### src/rtl/ara_apb_uart_tx.sv
`timescale 1ns/1ps
// ara_apb_uart_tx: transmit-only UART with an APB3 slave port.
// CPU-written bytes are buffered in a FIFO and sent as 8N1 frames on tx_o.
//
// Ports:
//   clk_i, rst_ni                 clock, asynchronous active-low reset
//   psel_i, penable_i, pwrite_i   APB control (access = psel_i & penable_i)
//   paddr_i, pwdata_i             APB address (bits [11:0] decoded) / write data
//   prdata_o, pready_o, pslverr_o APB response (zero wait states)
//   tx_o                          serial output, idle high
//   irq_o                         level interrupt: FIFO empty and transmitter idle
//
// Register map: 0x000 THR (wo), 0x004 STATUS (ro), 0x008 DIV (rw, 16 bit)
//
// state   | meaning
// --------+-----------------------------------------------
// S_IDLE  | line high, waiting for a byte in the FIFO
// S_START | start bit (low) for bit_div cycles
// S_DATA  | 8 data bits, LSB first, bit_div cycles each
// S_STOP  | stop bit (high); pops the next byte directly
module ara_apb_uart_tx #(
    parameter int unsigned AddrWidth = 32,
    parameter int unsigned FifoDepth = 16,
    parameter logic [15:0] DivReset  = 16'd868
) (
    input  logic                 clk_i,
    input  logic                 rst_ni,
    input  logic                 psel_i,
    input  logic                 penable_i,
    input  logic                 pwrite_i,
    input  logic [AddrWidth-1:0] paddr_i,
    input  logic [31:0]          pwdata_i,
    output logic [31:0]          prdata_o,
    output logic                 pready_o,
    output logic                 pslverr_o,
    output logic                 tx_o,
    output logic                 irq_o
);

    localparam int unsigned PtrW = $clog2(FifoDepth);
    localparam logic [PtrW:0] PtrOne = 1;

    typedef enum logic [1:0] {S_IDLE, S_START, S_DATA, S_STOP} state_t;

    state_t        r_state, w_state_nxt;
    logic [7:0]    r_shift, w_shift_nxt;
    logic [2:0]    r_bit_cnt, w_bit_cnt_nxt;
    logic [15:0]   r_baud_cnt, w_baud_nxt;
    logic [15:0]   r_bit_div, w_bit_div_nxt;
    logic          r_tx, w_tx_nxt;
    logic          r_irq;
    logic [15:0]   r_div;

    logic [7:0]    r_mem [FifoDepth];
    logic [PtrW:0] r_wptr, r_rptr;
    logic [PtrW:0] w_level;
    logic [8:0]    w_level9;
    logic [7:0]    w_level_sat;
    logic          w_empty, w_full, w_push, w_pop, w_div_we, w_baud_tc;
    logic          w_access;
    logic [11:0]   w_addr;
    logic [15:0]   w_div_eff;
    logic [31:0]   w_status;
    logic          w_unused;

    assign w_access = psel_i & penable_i;
    assign w_addr   = paddr_i[11:0];
    assign w_unused = ^{paddr_i, pwdata_i[31:16]};

    // Pointers carry one extra wrap bit so full and empty are distinguishable.
    assign w_level  = r_wptr - r_rptr;
    assign w_empty  = (r_wptr == r_rptr);
    assign w_full   = (r_wptr[PtrW] != r_rptr[PtrW]) &&
                      (r_wptr[PtrW-1:0] == r_rptr[PtrW-1:0]);
    // The status field is 8 bits wide; a 256-deep full FIFO reads as 0xFF.
    assign w_level9    = 9'(w_level);
    assign w_level_sat = w_level9[8] ? 8'hFF : w_level9[7:0];
    assign w_status    = {16'h0, w_level_sat, 5'h0, (r_state != S_IDLE), w_full, w_empty};

    assign w_div_eff = (r_div == 16'd0) ? 16'd1 : r_div;
    assign w_baud_tc = (r_baud_cnt == r_bit_div - 16'd1);

    // A THR write into a full FIFO is still accepted when the transmitter
    // pops in the same cycle.
    always_comb begin
        prdata_o  = 32'h0;
        pslverr_o = 1'b0;
        w_push    = 1'b0;
        w_div_we  = 1'b0;
        if (w_access) begin
            case (w_addr)
                12'h000: begin
                    if (!pwrite_i)            pslverr_o = 1'b1;
                    else if (w_full && !w_pop) pslverr_o = 1'b1;
                    else                      w_push    = 1'b1;
                end
                12'h004: begin
                    if (pwrite_i) pslverr_o = 1'b1;
                    else          prdata_o  = w_status;
                end
                12'h008: begin
                    if (pwrite_i) w_div_we = 1'b1;
                    else          prdata_o = {16'h0, r_div};
                end
                default: pslverr_o = 1'b1;
            endcase
        end
    end

    assign pready_o = 1'b1;

    always_ff @(posedge clk_i) begin
        if (w_push) r_mem[r_wptr[PtrW-1:0]] <= pwdata_i[7:0];
    end

    always_ff @(posedge clk_i or negedge rst_ni) begin
        if (!rst_ni) begin
            r_wptr <= '0;
            r_rptr <= '0;
            r_div  <= DivReset;
        end else begin
            if (w_push)   r_wptr <= r_wptr + PtrOne;
            if (w_pop)    r_rptr <= r_rptr + PtrOne;
            if (w_div_we) r_div  <= pwdata_i[15:0];
        end
    end

    always_comb begin
        w_state_nxt   = r_state;
        w_shift_nxt   = r_shift;
        w_bit_cnt_nxt = r_bit_cnt;
        w_baud_nxt    = r_baud_cnt;
        w_bit_div_nxt = r_bit_div;
        w_pop         = 1'b0;
        w_tx_nxt      = 1'b1;
        case (r_state)
            S_IDLE: begin
                if (!w_empty) w_pop = 1'b1;
            end
            S_START: begin
                if (w_baud_tc) begin
                    w_baud_nxt  = 16'd0;
                    w_state_nxt = S_DATA;
                end else begin
                    w_baud_nxt = r_baud_cnt + 16'd1;
                end
            end
            S_DATA: begin
                if (w_baud_tc) begin
                    w_baud_nxt    = 16'd0;
                    w_shift_nxt   = {1'b0, r_shift[7:1]};
                    w_bit_cnt_nxt = r_bit_cnt + 3'd1;
                    if (r_bit_cnt == 3'd7) w_state_nxt = S_STOP;
                end else begin
                    w_baud_nxt = r_baud_cnt + 16'd1;
                end
            end
            S_STOP: begin
                if (w_baud_tc) begin
                    w_baud_nxt = 16'd0;
                    if (!w_empty) w_pop = 1'b1;
                    else          w_state_nxt = S_IDLE;
                end else begin
                    w_baud_nxt = r_baud_cnt + 16'd1;
                end
            end
            default: w_state_nxt = S_IDLE;
        endcase
        // bit_div is captured here so DIV writes only affect later frames.
        if (w_pop) begin
            w_state_nxt   = S_START;
            w_shift_nxt   = r_mem[r_rptr[PtrW-1:0]];
            w_bit_div_nxt = w_div_eff;
            w_bit_cnt_nxt = 3'd0;
            w_baud_nxt    = 16'd0;
        end
        // tx_o is registered from the next state so the line never glitches.
        case (w_state_nxt)
            S_START: w_tx_nxt = 1'b0;
            S_DATA:  w_tx_nxt = w_shift_nxt[0];
            default: w_tx_nxt = 1'b1;
        endcase
    end

    always_ff @(posedge clk_i or negedge rst_ni) begin
        if (!rst_ni) begin
            r_state    <= S_IDLE;
            r_shift    <= 8'h0;
            r_bit_cnt  <= 3'd0;
            r_baud_cnt <= 16'd0;
            r_bit_div  <= 16'd1;
            r_tx       <= 1'b1;
            r_irq      <= 1'b1;
        end else begin
            r_state    <= w_state_nxt;
            r_shift    <= w_shift_nxt;
            r_bit_cnt  <= w_bit_cnt_nxt;
            r_baud_cnt <= w_baud_nxt;
            r_bit_div  <= w_bit_div_nxt;
            r_tx       <= w_tx_nxt;
            r_irq      <= w_empty && (r_state == S_IDLE);
        end
    end

    assign tx_o  = r_tx;
    assign irq_o = r_irq;

endmodule

### config.mk
export PLATFORM = sky130hd
export DESIGN_NAME = ara_apb_uart_tx
export DESIGN_NICKNAME = d
export VERILOG_FILES = /design/src/rtl/ara_apb_uart_tx.sv
export SDC_FILE = /design/constraint.sdc
export NUM_CORES = 1
export LEC_CHECK = 0
export ABC_CLOCK_PERIOD_IN_PS = 10740
export CORE_AREA = 2 2 164 102
export CTS_CLUSTER_SIZE = 40
export DETAILED_ROUTE_END_ITERATION = 10
export DIE_AREA = 0 0 166 104
export PLACE_DENSITY_LB_ADDON = 0.2
export SLEW_MARGIN = 15
export SYNTH_ARGS = -nofsm -noshare
export SYNTH_HDL_FRONTEND = slang
export SYNTH_SLANG_ARGS = --single-unit
### constraint.sdc
create_clock -name clk_i -period 10.74 [get_ports clk_i]
set_input_delay 2.148 -clock clk_i [delete_from_list [all_inputs] [get_ports clk_i]]
set_output_delay 2.148 -clock clk_i [all_outputs]
set_load 0.05 [all_outputs]
==> results by group, run 1 <==
Run status
  – Status: finished, final reports clean

Power and ir drop
  – P_sw: 742.7 uW
  – Power share of the sequential group: 0.400
  – Worst IR Drop VDD: 0.0001798 V
  – LEAKAGE: 0.004152 uW
  – Power Density: 219.1 nW/um2
  – Cell-internal power: 1608 uW
  – Logic pwr share: 0.297
  – Sw Share: 0.3159
  – Clock Power Share: 0.302

Layout
  – Share of layout cells above drive strength 1: 0.1728
  – Nets: 810
  – Area of the multi-input gates: 3532 um2
  – Layout Cells excl Fill: 944
  – Area Growth Syn to Fin: 13.14%
  – Ant diodes: 0
  – Layout fillers: 1,039
  – FF+latch area: 5683 um2

Yosys
  – Synth area leaders: edfxtp_1 41%, dfrtp_1 17%, mux4_2 9.5%
  – #FFs+latches synth: 201
  – EDFF count, synth: 128
  – Synth cell types: 76
  – Register area share after synthesis: 0.5989
  – Synth top cells by count: 128 x edfxtp_1, 65 x dfrtp_1, 61 x nand2_1
  – Post-synth ARST share: 0.3632
  – Area of the mapped netlist: 9484 um2
  – Most frequent cell after synthesis: edfxtp_1
  – Yosys top cell by area: edfxtp_1
  – Yosys top cell area share: 0.4053
  – Syn avg cell area: 13.93 um2
  – Ys Warns: 0
  – Predominant post-synthesis flop cell: edfxtp_1
  – Post-Synthesis Cells: 681

STA
  – Clock skew: 0.01079 ns
  – Worst slew pin tran: 1.046 ns
  – Final setup viols: 0
  – RSZ-0062 raised after global routing: false
  – Min Tclk post-route: 7.162 ns
  – Pins Over Slew Limit: 0
  – Final hold violations: 0
  – Crit share post-route: 0.6669
  – FMAX: 0.1396 GHz
  – Slew margin rel.: 0.3004
  – Final setup TNS: 0 ns

Global route
  – First-pass GRT wire length: 33,060 um
  – Largest net degree at the start of global routing: 74
  – GRT overflow: 0
  – Total Routing Usage GR: 0.2475
  – Number of antenna violations at the first check in global routing: 0
  – Vias in the first global route: 5,863

Clocking
  – Clock Root Buffer: clkbuf_16
  – Reg clk slew, reported paths: 0.06 ns
  – Clk sinks: 201
  – TritonCTS clock tree: yes
  – Post-CTS Hold Buffers: 0
  – Maximum clock path buffer count: 3
  – Post-CTS Resized: 0
  – Inserted Clock Buffers: 19
  – Worst-skew pair later-pin latency: 0.48 ns
  – Setup Buffers After CTS: 0
  – H-tree Lvls: 1

Setup path
  – CP Buf/Inv Count: 2
  – CP startpoint kind: input port
  – CP top delay family: simple AND/OR/NAND/NOR gates
  – Worst-path fanout max: 9
  – Worst Path Arrival: 5.01 ns
  – R2R depth: 11
  – Highest-delay cell along the critical path: clkdlybuf4s50_1
  – CP Capture Type: output port
  – Worst r2r src: r_bit_div[1]$_DFFE_PN0N_
  – Worst path cell trace: clkdlybuf4s50_1 -> nor4_1 -> nand3_1 -> nor3b_1 -> nor2b_1 -> a21oi_1 -> nor2_1 -> clkdlybuf4s50_1
  – CP required: 8.59 ns
  – Most frequent CP cell: clkdlybuf4s50_1
  – Reg2reg end: r_rptr[3]$_DFFE_PN0N_
  – CP max stage delay: 0.81 ns
  – Flop-to-flop setup slack: 6.41 ns
  – Crit Path Class: input port to output port

Place
  – Placed instance count: 911
  – Detailed placement HPWL: 14,260 um
  – GPL Wtd Cong: 0.9275
  – Port bufs: 51

Routing
  – Via Count: 5,855
  – Wl on met1: 9601 um
  – Drt wl/cell: 22.11 um
  – Max Used Layer: met4
  – Post-route ant nets: 0
  – DR iter-0 viols: 607
  – Via/cell ratio: 6.202
  – DR WL met3: 1893 um
  – DRC: 0
  – Drt pass-1 iters: 5
  – WL final: 20,870 um
  – Routed met2 length: 9065 um

Floorplanning
  – Die span in x: 166 um
  – Rows: 36
  – Die H: 104 um
  – Starting density of the core: 0.5999
  – # IOs: 105
  – Die area: 17,260 um2
  – Core area: 15,810 um2

Min path
  – Hold depth: 2
  – WHS Endpoint: r_bit_div[15]$_DFFE_PN0N_
  – Hold path start: r_bit_div[15]$_DFFE_PN0N_
  – Worst min-delay path class: flip-flop to flip-flop

Run
  – Max-cap viol count: 0
-- cells in the final DEF, fill, tap and decap left out, types with 4 or more instances in the layout --
master           synthesis  final
edfxtp_1               128    128
dfrtp_1                 65     63
nand2_1                 61     61
nor2_1                  51     51
clkdlybuf4s50_1          0     50
mux4_2                  40     40
xnor2_1                 21     21
clkbuf_16                0     20
xor2_1                  19     19
a21oi_1                 18     18
ha_1                    17     17
conb_1                   2     17
and3_1                  16     16
mux2_2                  16     16
inv_1                   14     14
and2_1                  11     11
nand3_1                 10     10
nand4_1                  9      9
o21ai_0                  9      9
nor3_1                   8      8
mux2i_1                  8      8
dfstp_2                  8      8
nor2b_1                  7      7
nor4_1                   7      7
a22oi_1                  7      7
o21ai_1                  7      7
or3_1                    6      6
a31oi_1                  5      5
or2_2                    5      5
clkinv_2                 0      4
-- how the worst max path moves through the flow --
stage          slack (ns)           end  cells after the start       start
2_1_floorplan        3.51     pslverr_o                      5  paddr_i[6]
3_3_place_gp         3.69   prdata_o[8]                      8  paddr_i[7]
3_5_place_dp         3.65   prdata_o[8]                      8  paddr_i[6]
4_1_cts              3.63   prdata_o[8]                      8  paddr_i[7]
5_1_grt              3.41  prdata_o[12]                      7  paddr_i[7]
6_report             3.58   prdata_o[8]                      8  paddr_i[7]
-- cell families after synthesis --
logic type | after synthesis | share of synthesized area
and+or+nand+nor | 218 | 0.1240
DFF | 201 | 0.5989
AOI/OAI and AO/OA | 72 | 0.05370
muxes | 65 | 0.1248
buffers and inverters | 64 | 0.03456
xor gates and xnor gates | 41 | 0.03866
adders and majority gates | 18 | 0.02454
other | 2 | 0.0007919
-- worst reg2reg max path, delay by kind of cell, from the launching register on --
family                     cells  cell delay (ns)
AOI/OAI and AO/OA              4             1.15
DFF                            1             0.46
and+or+nand+nor                3             1.46
xor gates and xnor gates       1             0.19
buffers and inverters          2             0.72
adders and majority gates      1             0.21
-- cell type report --
cell class / instances / area share
multi-input combinational: 431 / 0.3292
clock inverter: 9 / 0.01096
clock buffer: 24 / 0.05119
tap: 209 / 0.02437
timing repair buffer: 53 / 0.04874
sequential: 201 / 0.5296
inverter: 17 / 0.005947
-- state kept, by name, summed over array words and instances (netlist names) --
signal / count
irq_o: 1
r_baud_cnt: 16
r_bit_cnt: 3
r_bit_div: 16
r_div: 16
r_mem: 128
r_rptr: 5
r_shift: 8
r_state: 2
r_wptr: 5
tx_o: 1
-- layer usage --
metal | GRT usage | vias to the layer above
li1 | - | 2593
met1 | 0.3894 | 2989
met3 | 0.06050 | 29
met5 | 0 | -
met4 | 0.04224 | 0
met2 | 0.3577 | 244
-- power groups by stage --
stage                     sequential, uW  clock, uW  combinational [uW]
after floorplan                      918          0                 551
after global placement               952          0                 671
after detailed placement             955          0                 695
after CTS                            940        719                 699
after global routing                 948        753                 763
final                                942        710                 699
-- through the flow --
stage          hold WS (ns)  setup slack (ns)  power [uW]  area, um2    util
3_3_place_gp         0.4879             3.685        1623      10060  0.6365
2_1_floorplan        0.4653             3.506        1469       9540       -
4_1_cts              0.5084             3.625        2358      10730  0.6787
5_1_grt              0.5346             3.405        2464      10730  0.6787
6_report             0.5064             3.578        2351      10730  0.6787
3_5_place_dp         0.4946             3.654        1650      10060  0.6365
Power figures use the tool's default switching activity.
==> run 2, diff against run 1 <==
--- a/config.mk
+++ b/config.mk
@@ -5,11 +5,11 @@
 export SDC_FILE = /design/constraint.sdc
 export NUM_CORES = 1
 export LEC_CHECK = 0
-export ABC_CLOCK_PERIOD_IN_PS = 10740
-export CORE_AREA = 2 2 164 102
+export ABC_CLOCK_PERIOD_IN_PS = 5900
+export CORE_AREA = 2 2 180 111
 export CTS_CLUSTER_SIZE = 40
 export DETAILED_ROUTE_END_ITERATION = 10
-export DIE_AREA = 0 0 166 104
+export DIE_AREA = 0 0 182 113
 export PLACE_DENSITY_LB_ADDON = 0.2
 export SLEW_MARGIN = 15
 export SYNTH_ARGS = -nofsm -noshare
==> constraint.sdc (replaced) <==
create_clock -name clk_i -period 5.9 [get_ports clk_i]
set_input_delay 1.18 -clock clk_i [delete_from_list [all_inputs] [get_ports clk_i]]
set_output_delay 1.18 -clock clk_i [all_outputs]
set_load 0.05 [all_outputs]
==> run 2 against run 1 <==
  * Sequential power up 77%
  * Global-route usage down 3.6 points
  * Via count down 1.6%
  * Clock power up 70%
  * Setup slack worse by 3.1 ns
  * First-iteration DRC count down 2.5%
  * Total power up 79%
  * Die area up 19%
  * Core utilization down 11 points
  * Hold slack better by 0.012 ns
  * Flip-flop and latch count unchanged
  * Largest power group unchanged
==> results by group, run 2 (same netlist as run 1, synthesis figures left out) <==
Floorplanning
  – Die span in x: 182 um (+9.6%)
  – Die area: 20,570 um2 (+19%)
  – Core area: 18,840 um2 (+19%)
  – Die H: 113 um (+8.7%)
  – Starting density of the core: 0.5035 (-0.09635)
  – Rows: 39 (+8.3%)
  – # IOs: 105 (unchanged)

STA
  – Pins Over Slew Limit: 0 (unchanged)
  – Slew margin rel.: 0.3191 (+0.01868)
  – Crit share post-route: 0.9146
  – Worst slew pin tran: 1.018 ns (-0.02793 ns)
  – Final setup TNS: 0 ns (unchanged)
  – Clock skew: 0.009171 ns (-0.001624 ns)
  – Worst Slack Setup Final: 0.5036 ns (-3.074 ns)
  – Final hold violations: 0 (unchanged)
  – Min Tclk post-route: 5.396 ns
  – FMAX: 0.1853 GHz
  – RSZ-0062 raised after global routing: false
  – Final setup viols: 0 (unchanged)

Layout
  – Area Growth Syn to Fin: 13.44%
  – Share of layout cells above drive strength 1: 0.1741 (+0.001300)
  – Commonest non-fill, non-tap cell in the layout: edfxtp_1
  – Nets: 814 (+0.49%)
  – Final Util: 0.5712 (-0.1075)
  – Ant diodes: 0 (unchanged)
  – Number of flip-flops in the largest register: 128 (unchanged)
  – Most frequent cells in the layout: 128 x edfxtp_1, 64 x dfrtp_1, 61 x nand2_1

Routing
  – Drt wl/cell: 21.31 um (-3.6%)
  – WL final: 21,030 um (+0.77%)
  – Post-route ant nets: 0 (unchanged)
  – DRC: 0 (unchanged)
  – Via Count: 5,763 (-1.6%)
  – DR iter-0 viols: 592 (-2.5%)
  – Drt pass-1 iters: 5 (unchanged)
  – Via/cell ratio: 5.839 (-5.9%)

Run status
  – Status: finished, final reports clean

Clocking
  – Clock Root Buffer: clkbuf_16
  – Clk sinks: 201 (unchanged)
  – H-tree Lvls: 1 (unchanged)
  – Maximum clock path buffer count: 3 (unchanged)
  – Post-CTS Hold Buffers: 0 (unchanged)
  – Post-CTS Resized: 0 (unchanged)
  – Setup Buffers After CTS: 0 (unchanged)
  – Worst-skew pair later-pin latency: 0.49 ns (about the same)
  – Inserted Clock Buffers: 20 (+1)
  – TritonCTS clock tree: yes
  – Reg clk slew, reported paths: 0.06 ns (about the same)

Setup path
  – CP startpoint kind: flip-flop
  – R2R depth: 11 (unchanged)
  – Highest-delay cell along the critical path: clkdlybuf4s50_1
  – CP required: 4.72 ns (-3.87 ns)
  – Crit Path Class: flip-flop to output port
  – Worst Path Arrival: 4.22 ns (-0.79 ns)
  – Worst-path fanout max: 9 (unchanged)
  – Reg2reg end: r_mem[7][5]$_DFFE_PP_
  – Worst path cell trace: inv_1 -> ha_1 -> or4b_4 -> o21ai_0 -> a21oi_2 -> o211ai_2 -> nor4bb_4 -> buf_4 -> a32o_1 -> a2111oi_0 -> clkdlybuf4s50_1
  – CP Capture Type: output port
  – CP max stage delay: 0.87 ns (+0.06 ns)
  – Flop-to-flop setup slack: 1.79 ns (-4.62 ns)
  – Worst r2r src: r_bit_div[1]$_DFFE_PN0N_
  – Worst Setup EP: pslverr_o
  – Critical Path Start: r_bit_div[1]$_DFFE_PN0N_

Global route
  – Largest net degree at the start of global routing: 74 (unchanged)
  – Total Routing Usage GR: 0.2115 (-0.03604)
  – Number of antenna violations at the first check in global routing: 0 (unchanged)
  – Vias in the first global route: 5,803 (-1.0%)
  – First-pass GRT wire length: 33,190 um (+0.38%)
  – GRT overflow: 0 (unchanged)

Power and ir drop
  – Power Density: 392.0 nW/um2 (+79%)
  – LEAKAGE: 0.004143 uW (-0.22%)
  – Worst IR Drop VDD: 0.0002475 V (+38%)

Place
  – Detailed placement HPWL: 14,630 um (+2.6%)
  – Post-Place Worst Slack: 0.7501 ns (-2.903 ns)
  – Port bufs: 51 (unchanged)
  – GPL Wtd Cong: 0.9135 (-1.5%)

Min path
  – Worst min-delay path class: flip-flop to flip-flop

Run
  – Max-cap viol count: 0 (unchanged)
## run 2: cell count changes in the layout (fill, tap and decap cells not counted), sizes merged
cell,previous run,this run
bufinv,3,1
clkinv,6,9
buf,3,6
clkinvlp,0,2
## run 2: layout make-up
cell class	instances	area [um2]
repair buffers	56	545.5
inverters	17	63.81
clock inverters	12	91.34
well taps	246	307.8
multi-input cells	431	3532
flip-flops and latches	201	5682
fillers	1490	8077
clock buffers	24	536.8
## run 2: metal layers
layer,global-route usage,vias to the layer above,part of all wire
met4,0.03280,0,0.010
met2,0.3137,208,0.43
li1,-,2606,-
met1,0.3311,2931,0.48
met3,0.04281,18,0.080
met5,0,-,0
## run 2: worst min-delay path by stage
stage	startpoint	end	slack (ns)	cells past startpoint
global route	r_div[5]$_DFFE_PN1P_	r_bit_div[5]$_DFFE_PN0N_	0.54	2
finish	r_div[6]$_DFFE_PN1P_	r_bit_div[6]$_DFFE_PN0N_	0.52	2
CTS	r_div[6]$_DFFE_PN1P_	r_bit_div[6]$_DFFE_PN0N_	0.51	2
global placement	r_bit_div[15]$_DFFE_PN0N_	r_bit_div[15]$_DFFE_PN0N_	0.49	2
floorplan	r_bit_div[15]$_DFFE_PN0N_	r_bit_div[15]$_DFFE_PN0N_	0.47	2
detailed placement	r_shift[7]$_DFFE_PN0P_	r_shift[7]$_DFFE_PN0P_	0.50	2
## run 2: metrics by stage
step | hold slack, ns | std cells | instance area (um2) | power [uW]
finish | 0.5182 | 987 | 10760 | 4217
global route | 0.5378 | 987 | 10760 | 4407
CTS | 0.5149 | 987 | 10760 | 4235
detailed placement | 0.4994 | 951 | 10130 | 3017
floorplan | 0.4653 | 696 | 9540 | 2675
global placement | 0.4886 | 951 | 10130 | 2969
## run 2: critical path: cells and delay by family (launching register included)
family	cells	cell delay (ns)
flip-flops	1	0.44
AND/OR/NAND/NOR	2	0.63
adder cells (fa/ha/maj)	1	0.20
AO/OA/AOI/OAI	5	1.30
buffers and inverters	3	1.16
## run 2: report_power, final
part / internal [uW] / switching, uW
logic: 559 / 776
clock network: 696 / 518
registers: 1580 / 86.9
